**config.mk**
```make
export PLATFORM = sky130hd
export DESIGN_NAME = mac_operand_feeder
export DESIGN_NICKNAME = d
export VERILOG_FILES = /design/src/rtl/mac_operand_feeder.sv
export SDC_FILE = /design/constraint.sdc
export NUM_CORES = 1
export LEC_CHECK = 0
export BUFFER_PORTS_ARGS = -buffer_cell sky130_fd_sc_hd__buf_4
export CORE_MARGIN = 4
export CORE_UTILIZATION = 60
export CTS_CLUSTER_SIZE = 16
export DETAILED_ROUTE_END_ITERATION = 6
export PLACE_DENSITY = 0.87
export SYNTH_ARGS = -nofsm -noshare
export SYNTH_HDL_FRONTEND = slang
export SYNTH_SLANG_ARGS = --single-unit
```
**constraint.sdc**
```tcl
create_clock -name clk -period 6.6 [get_ports clk]
set_clock_uncertainty 0.2 [all_clocks]
set_input_delay 1.32 -clock clk [delete_from_list [all_inputs] [get_ports clk]]
set_output_delay 1.32 -clock clk [all_outputs]
set_load 0.005 [all_outputs]
```
**src/rtl/mac_operand_feeder.sv**
```systemverilog
// Operand buffer/streamer feeding one MAC input via the waiting/ready/finished handshake.
// Optional REPLAY_EN: keeps the vector after a stream for replay and adds a buf_clear input.
module mac_operand_feeder #(
  parameter int WIDTH = 32,
  parameter int DEPTH = 8,
  parameter int LVL_W = $clog2(DEPTH + 1)
) (
  input  logic             clk,
  input  logic             rst,
  input  logic             load_valid,
  input  logic [WIDTH-1:0] load_data,
  output logic             load_ready,
  input  logic             start,
`ifdef REPLAY_EN
  input  logic             buf_clear,
`endif
  output logic [WIDTH-1:0] out_data,
  output logic             out_waiting,
  output logic             out_finished,
  input  logic             in_ready,
  output logic             busy,
  output logic [LVL_W-1:0] level
);

  localparam int AW = (DEPTH > 1) ? $clog2(DEPTH) : 1;

  typedef enum logic [2:0] {
    S_IDLE,
    S_PRESENT,
    S_HOLD,
    S_DONE,
    S_DRAIN
  } state_t;

  state_t           r_state, w_state_nxt;
  logic [WIDTH-1:0] r_buf [DEPTH];
  logic [AW-1:0]    r_wr_ptr, w_wr_ptr_nxt;
  logic [AW-1:0]    r_rd_ptr, w_rd_ptr_nxt, w_rd_inc;
  logic [LVL_W-1:0] r_level, w_level_nxt;
  logic [WIDTH-1:0] r_out_data, w_out_data_nxt;
  logic             r_waiting, w_waiting_nxt;
  logic             r_finished, w_finished_nxt;
  logic             r_busy;
  logic             w_write, w_clear, w_last;

  assign load_ready = (r_state == S_IDLE) && (r_level < LVL_W'(DEPTH));

`ifdef REPLAY_EN
  assign w_clear = (r_state == S_IDLE) && buf_clear;
`else
  assign w_clear = 1'b0;
`endif

  assign w_write  = load_valid && load_ready && !w_clear;
  assign w_rd_inc = r_rd_ptr + AW'(1);
  assign w_last   = (LVL_W'(r_rd_ptr) == (r_level - LVL_W'(1)));

  always_comb begin
    w_state_nxt    = r_state;
    w_wr_ptr_nxt   = r_wr_ptr;
    w_rd_ptr_nxt   = r_rd_ptr;
    w_level_nxt    = r_level;
    w_out_data_nxt = r_out_data;
    w_waiting_nxt  = 1'b0;
    w_finished_nxt = 1'b0;

    if (w_clear) begin
      w_level_nxt  = '0;
      w_wr_ptr_nxt = '0;
    end else if (w_write) begin
      w_level_nxt  = r_level + LVL_W'(1);
      w_wr_ptr_nxt = r_wr_ptr + AW'(1);
    end

    case (r_state)
      S_IDLE: begin
        if (start) begin
          w_rd_ptr_nxt = '0;
          if (w_level_nxt != '0) begin
            w_state_nxt   = S_PRESENT;
            w_waiting_nxt = 1'b1;
            // A write in the start cycle into an empty buffer is forwarded directly.
            w_out_data_nxt = (r_level == '0) ? load_data : r_buf[0];
          end else begin
            w_state_nxt    = S_DONE;
            w_finished_nxt = 1'b1;
            w_out_data_nxt = '0;
          end
        end
      end
      S_PRESENT: begin
        w_waiting_nxt = 1'b1;
        if (in_ready) begin
          w_state_nxt   = S_HOLD;
          w_waiting_nxt = 1'b0;
        end
      end
      S_HOLD: begin
        w_rd_ptr_nxt = w_rd_inc;
        if (w_last) begin
          w_state_nxt    = S_DONE;
          w_finished_nxt = 1'b1;
          w_out_data_nxt = '0;
        end else begin
          w_state_nxt    = S_PRESENT;
          w_waiting_nxt  = 1'b1;
          w_out_data_nxt = r_buf[w_rd_inc];
        end
      end
      S_DONE: begin
        w_finished_nxt = 1'b1;
        if (in_ready) begin
          w_state_nxt = S_DRAIN;
        end
      end
      S_DRAIN: begin
        w_state_nxt = S_IDLE;
`ifndef REPLAY_EN
        w_level_nxt  = '0;
        w_wr_ptr_nxt = '0;
`endif
      end
      default: w_state_nxt = S_IDLE;
    endcase
  end

  always_ff @(posedge clk or negedge rst) begin
    if (!rst) begin
      r_state    <= S_IDLE;
      r_wr_ptr   <= '0;
      r_rd_ptr   <= '0;
      r_level    <= '0;
      r_out_data <= '0;
      r_waiting  <= 1'b0;
      r_finished <= 1'b0;
      r_busy     <= 1'b0;
    end else begin
      r_state    <= w_state_nxt;
      r_wr_ptr   <= w_wr_ptr_nxt;
      r_rd_ptr   <= w_rd_ptr_nxt;
      r_level    <= w_level_nxt;
      r_out_data <= w_out_data_nxt;
      r_waiting  <= w_waiting_nxt;
      r_finished <= w_finished_nxt;
      r_busy     <= (w_state_nxt != S_IDLE);
    end
  end

  always_ff @(posedge clk) begin
    if (w_write) begin
      r_buf[r_wr_ptr] <= load_data;
    end
  end

  assign out_data     = r_out_data;
  assign out_waiting  = r_waiting;
  assign out_finished = r_finished;
  assign busy         = r_busy;
  assign level        = r_level;

endmodule
```
==> reports/summary.txt <==
Result of the run = complete, no violations
Number of distinct library cells after synthesis = 46
Final HPWL DP = 14600 um
Initial standard-cell utilization of the core = 0.617
Comb pwr share = 0.300
Setup-failing EPs final = 0
Synth Register Bits = 304
Total Negative Setup Slacks = 0 ns
Flip-flop cell with the highest count after synthesis = sky130_fd_sc_hd__edfxtp_1
Placed Area = 0.0130 mm2
Setup repair after global routing missed its margin = false
Global routing usage summed across all routing layers = 0.243
Highest clock rate = 0.274 GHz
Portion of synthesized cell area occupied by the leading cell type = 0.632
Largest cells by area after synthesis = sky130_fd_sc_hd__edfxtp_1 (63%), sky130_fd_sc_hd__mux4_2 (12%), sky130_fd_sc_hd__dfrtp_1 (9.9%), sky130_fd_sc_hd__mux2i_1 (5.3%), sky130_fd_sc_hd__o221ai_1 (2.3%)
Post-cts gate resize count = 0
Total instance count after detailed placement = 943
Number of standard cells in the layout, taps in and fillers out = 999
Setup Fix Bufs, Post-CTS = 0
Total congestion overflow after global routing = 0
YS warnings = 0
RD Place Congestion = 0.851
Part of the power in registers = 0.409
Total die area = 0.0226 mm2
Static power due to leakage = 0.00480 uW
Source-to-sink clock delay at the later pin of the worst-skew pair = 0.54 ns
Core Area = 0.0197 mm2
Detailed-route via count = 6517
Maxcap violations = 0
Clock sinks = 304
Average routed wire per standard cell = 26.6 um
Initial antenna violation count = 0
Largest stage delay on the critical path = 0.78 ns
Antenna diodes = 0
Maximum number of buffers from clock root to sink = 3
Cell area after layout = 0.0141 mm2
Hold-fix buffers, CTS = 0
Final worst hold slack = 0.291 ns
Yosys top cell by area = sky130_fd_sc_hd__edfxtp_1
Sort of element at the end of the critical path = register
I/O pin cnt = 77
Number of enable flip-flop cells after synthesis = 256
Slowest stage cell on the critical path = sky130_fd_sc_hd__nor3_4
Final max-slew violation count = 0
Detailed router's first-iteration violation count = 630
NumNets Final = 751
Vias in the first global route = 6895
Length of the first detailed-routing pass in iterations = 5
Antenna viol nets, final = 0
Number of clock buffers inserted by TritonCTS = 30
Max FO, Critical Path = 18
Element type at the critical path start = primary input
Remaining routing DRC violations = 0
Drt via density = 6.52
Hold Fails Final Rpt = 0
Crit share post-route = 0.553
Row cnt = 51
Switching fraction of total power = 0.310
Relative slew margins = 0.142
Wire length of the first global-routing pass = 41100 um
Total internal power = 4320 uW
Min-delay worst type = register to register
Peak supply drop = 0.264 mV
CTS tree = built
Clock slew seen by the registers of the worst setup and hold paths = 0.06 ns
CP Data Required Time = 6.61 ns
Chip width = 150 um
Sequential share of the synthesized area = 0.731
Dpl ws = 2.11 ns
Number of cells produced by synthesis = 628
Nets in the synthesized netlist = 669
Most frequent cell on the critical path = sky130_fd_sc_hd__buf_4
Startpoint-to-endpoint class of the critical path = primary input to register
Synth Area per Inst = 19.4 um2
Power spent charging and discharging nets = 1950 uW
Master cell of the clock root buffer = sky130_fd_sc_hd__clkbuf_16
Layout Area Growth over Synthesis = 16.3%
PnR worst setup slack = 2.95 ns
Async S/R FF share, synth = 0.158
Crit path time final = 3.65 ns
Htree depth = 1
Part of the total power dissipated in the clock network = 0.292
Chip Height = 150 um
Worst-margin pin slew = 1.28 ns
Worst Path Arrival = 3.66 ns
Count of input and output buffers = 76
Count of buffer and inverter cells on the critical path = 2
Final Routed Wirelength = 26600 um
Syn Std Cell Area = 0.0122 mm2
Cell family contributing the most delay on the critical path = simple AND/OR/NAND/NOR gates
Cells along the critical path = buf_4 -> nor2b_1 -> and2_1 -> nand2_1 -> nor3_4 -> buf_4
Fraction of layout cells with a size suffix above 1 = 0.304
Pin count of the biggest net entering global routing = 49
Power density relative to cell area = 443 mW/mm2
==> per-stage QoR <==
step                utilization  total power (uW)
floorplan                     -              3820
global placement          0.661              4340
detailed placement        0.661              4430
CTS                       0.716              6290
global route              0.717              6540
finish                    0.717              6270
==> registers in the layout, summed over array words and instances (netlist names) <==
name and count:
r_state 3, r_rd_ptr 3, r_buf 256, busy 1, out_data 32, out_finished 1, out_waiting 1, r_wr_ptr 3
level 4
==> layout make-up <==
cell class,instances,area (um2)
Clock buffer,36,825
Timing Repair Buffer,87,653
Clock inverter,20,260
Tap cell,265,332
Inverter,6,22.5
Sequential cell,304,8890
Fill cell,1116,5580
Multi-Input combinational cell,281,3160
==> final timing paths <==
| check | from | to | slack, ns | depth (start not counted) |
|---|---|---|---|---|
| max | load_valid | r_buf[1][0]$_DFFE_PP_ | 2.95 | 6 |
| min | out_data[13]$_DFFE_PN0P_ | out_data[13]$_DFFE_PN0P_ | 0.29 | 2 |
| max reg2reg | r_rd_ptr[0]$_DFFE_PN0P_ | out_data[11]$_DFFE_PN0P_ | 3.17 | 5 |
| min reg2reg | out_data[13]$_DFFE_PN0P_ | out_data[13]$_DFFE_PN0P_ | 0.29 | 2 |
| max in group asynchronous | rst | r_rd_ptr[0]$_DFFE_PN0P_ | 5.04 | 1 |
| min in group asynchronous | rst | out_data[0]$_DFFE_PN0P_ | 0.62 | 1 |
==> power groups by stage <==
stage / sequential (uW) / combinational [uW] / clock [uW]
2_1_floorplan: 2500 / 1320 / 0
3_3_place_gp: 2570 / 1770 / 0
3_5_place_dp: 2590 / 1840 / 0
4_1_cts: 2560 / 1890 / 1840
5_1_grt: 2590 / 2030 / 1920
6_report: 2560 / 1880 / 1830
==> cell usage in the layout, fill, tap and decap left out, types with 2 or more instances in the layout <==
cell type	count
sky130_fd_sc_hd__nand2b_1	4
sky130_fd_sc_hd__xor2_1	6
sky130_fd_sc_hd__clkbuf_1	2
sky130_fd_sc_hd__nor2_4	3
sky130_fd_sc_hd__nor2b_1	2
sky130_fd_sc_hd__inv_1	6
sky130_fd_sc_hd__a211oi_1	2
sky130_fd_sc_hd__clkinv_4	2
sky130_fd_sc_hd__o21ai_0	4
sky130_fd_sc_hd__o221ai_1	32
sky130_fd_sc_hd__clkinvlp_4	5
sky130_fd_sc_hd__nand3_1	2
sky130_fd_sc_hd__mux4_2	64
sky130_fd_sc_hd__nor3_2	3
sky130_fd_sc_hd__nand2_1	41
sky130_fd_sc_hd__clkinv_2	6
sky130_fd_sc_hd__dfrtp_1	47
sky130_fd_sc_hd__edfxtp_1	256
sky130_fd_sc_hd__mux2i_1	64
sky130_fd_sc_hd__buf_4	87
sky130_fd_sc_hd__clkbuf_8	3
sky130_fd_sc_hd__and3_1	2
sky130_fd_sc_hd__bufinv_16	5
sky130_fd_sc_hd__clkbuf_16	31
sky130_fd_sc_hd__xnor2_1	2
sky130_fd_sc_hd__ha_1	3
sky130_fd_sc_hd__a21oi_1	8
sky130_fd_sc_hd__nor3_4	2
sky130_fd_sc_hd__nor2_1	13
==> cells by family after synthesis <==
kind of cell / Yosys count / share of synthesized area
AOI/OAI and AO/OA: 58 / 0.0380
muxes: 128 / 0.171
and+or+nand+nor: 82 / 0.0316
buffers and inverters: 43 / 0.0174
DFF: 304 / 0.731
xor gates and xnor gates: 9 / 0.00648
adders and majority gates: 4 / 0.00412
==> cell usage after synthesis, drive strengths merged, types with 3 or more instances <==
| cell | count |
|---|---|
| a21oi | 9 |
| buf | 26 |
| clkbuf | 11 |
| dfrtp | 48 |
| edfxtp | 256 |
| ha | 4 |
| inv | 6 |
| mux2i | 64 |
| mux4 | 64 |
| nand2 | 41 |
| nand2b | 4 |
| nand3 | 3 |
| nor2 | 16 |
| nor3 | 6 |
| o21ai | 5 |
| o221ai | 32 |
| xor2 | 7 |
==> metal layers <==
metal	track usage	up-vias	part of all wire
li1	-	2727	-
met1	0.328	3369	0.38
met2	0.408	358	0.52
met3	0.0424	63	0.077
met4	0.0782	0	0.030
met5	0	-	0
==> tightest hold or removal path: cells and delay by family, from the launching register on <==
family	cells	cell delay (ns)
flops	1	0.34
simple gates	1	0.05
compound gates	1	0.06
(Power assumes the default switching activity.)
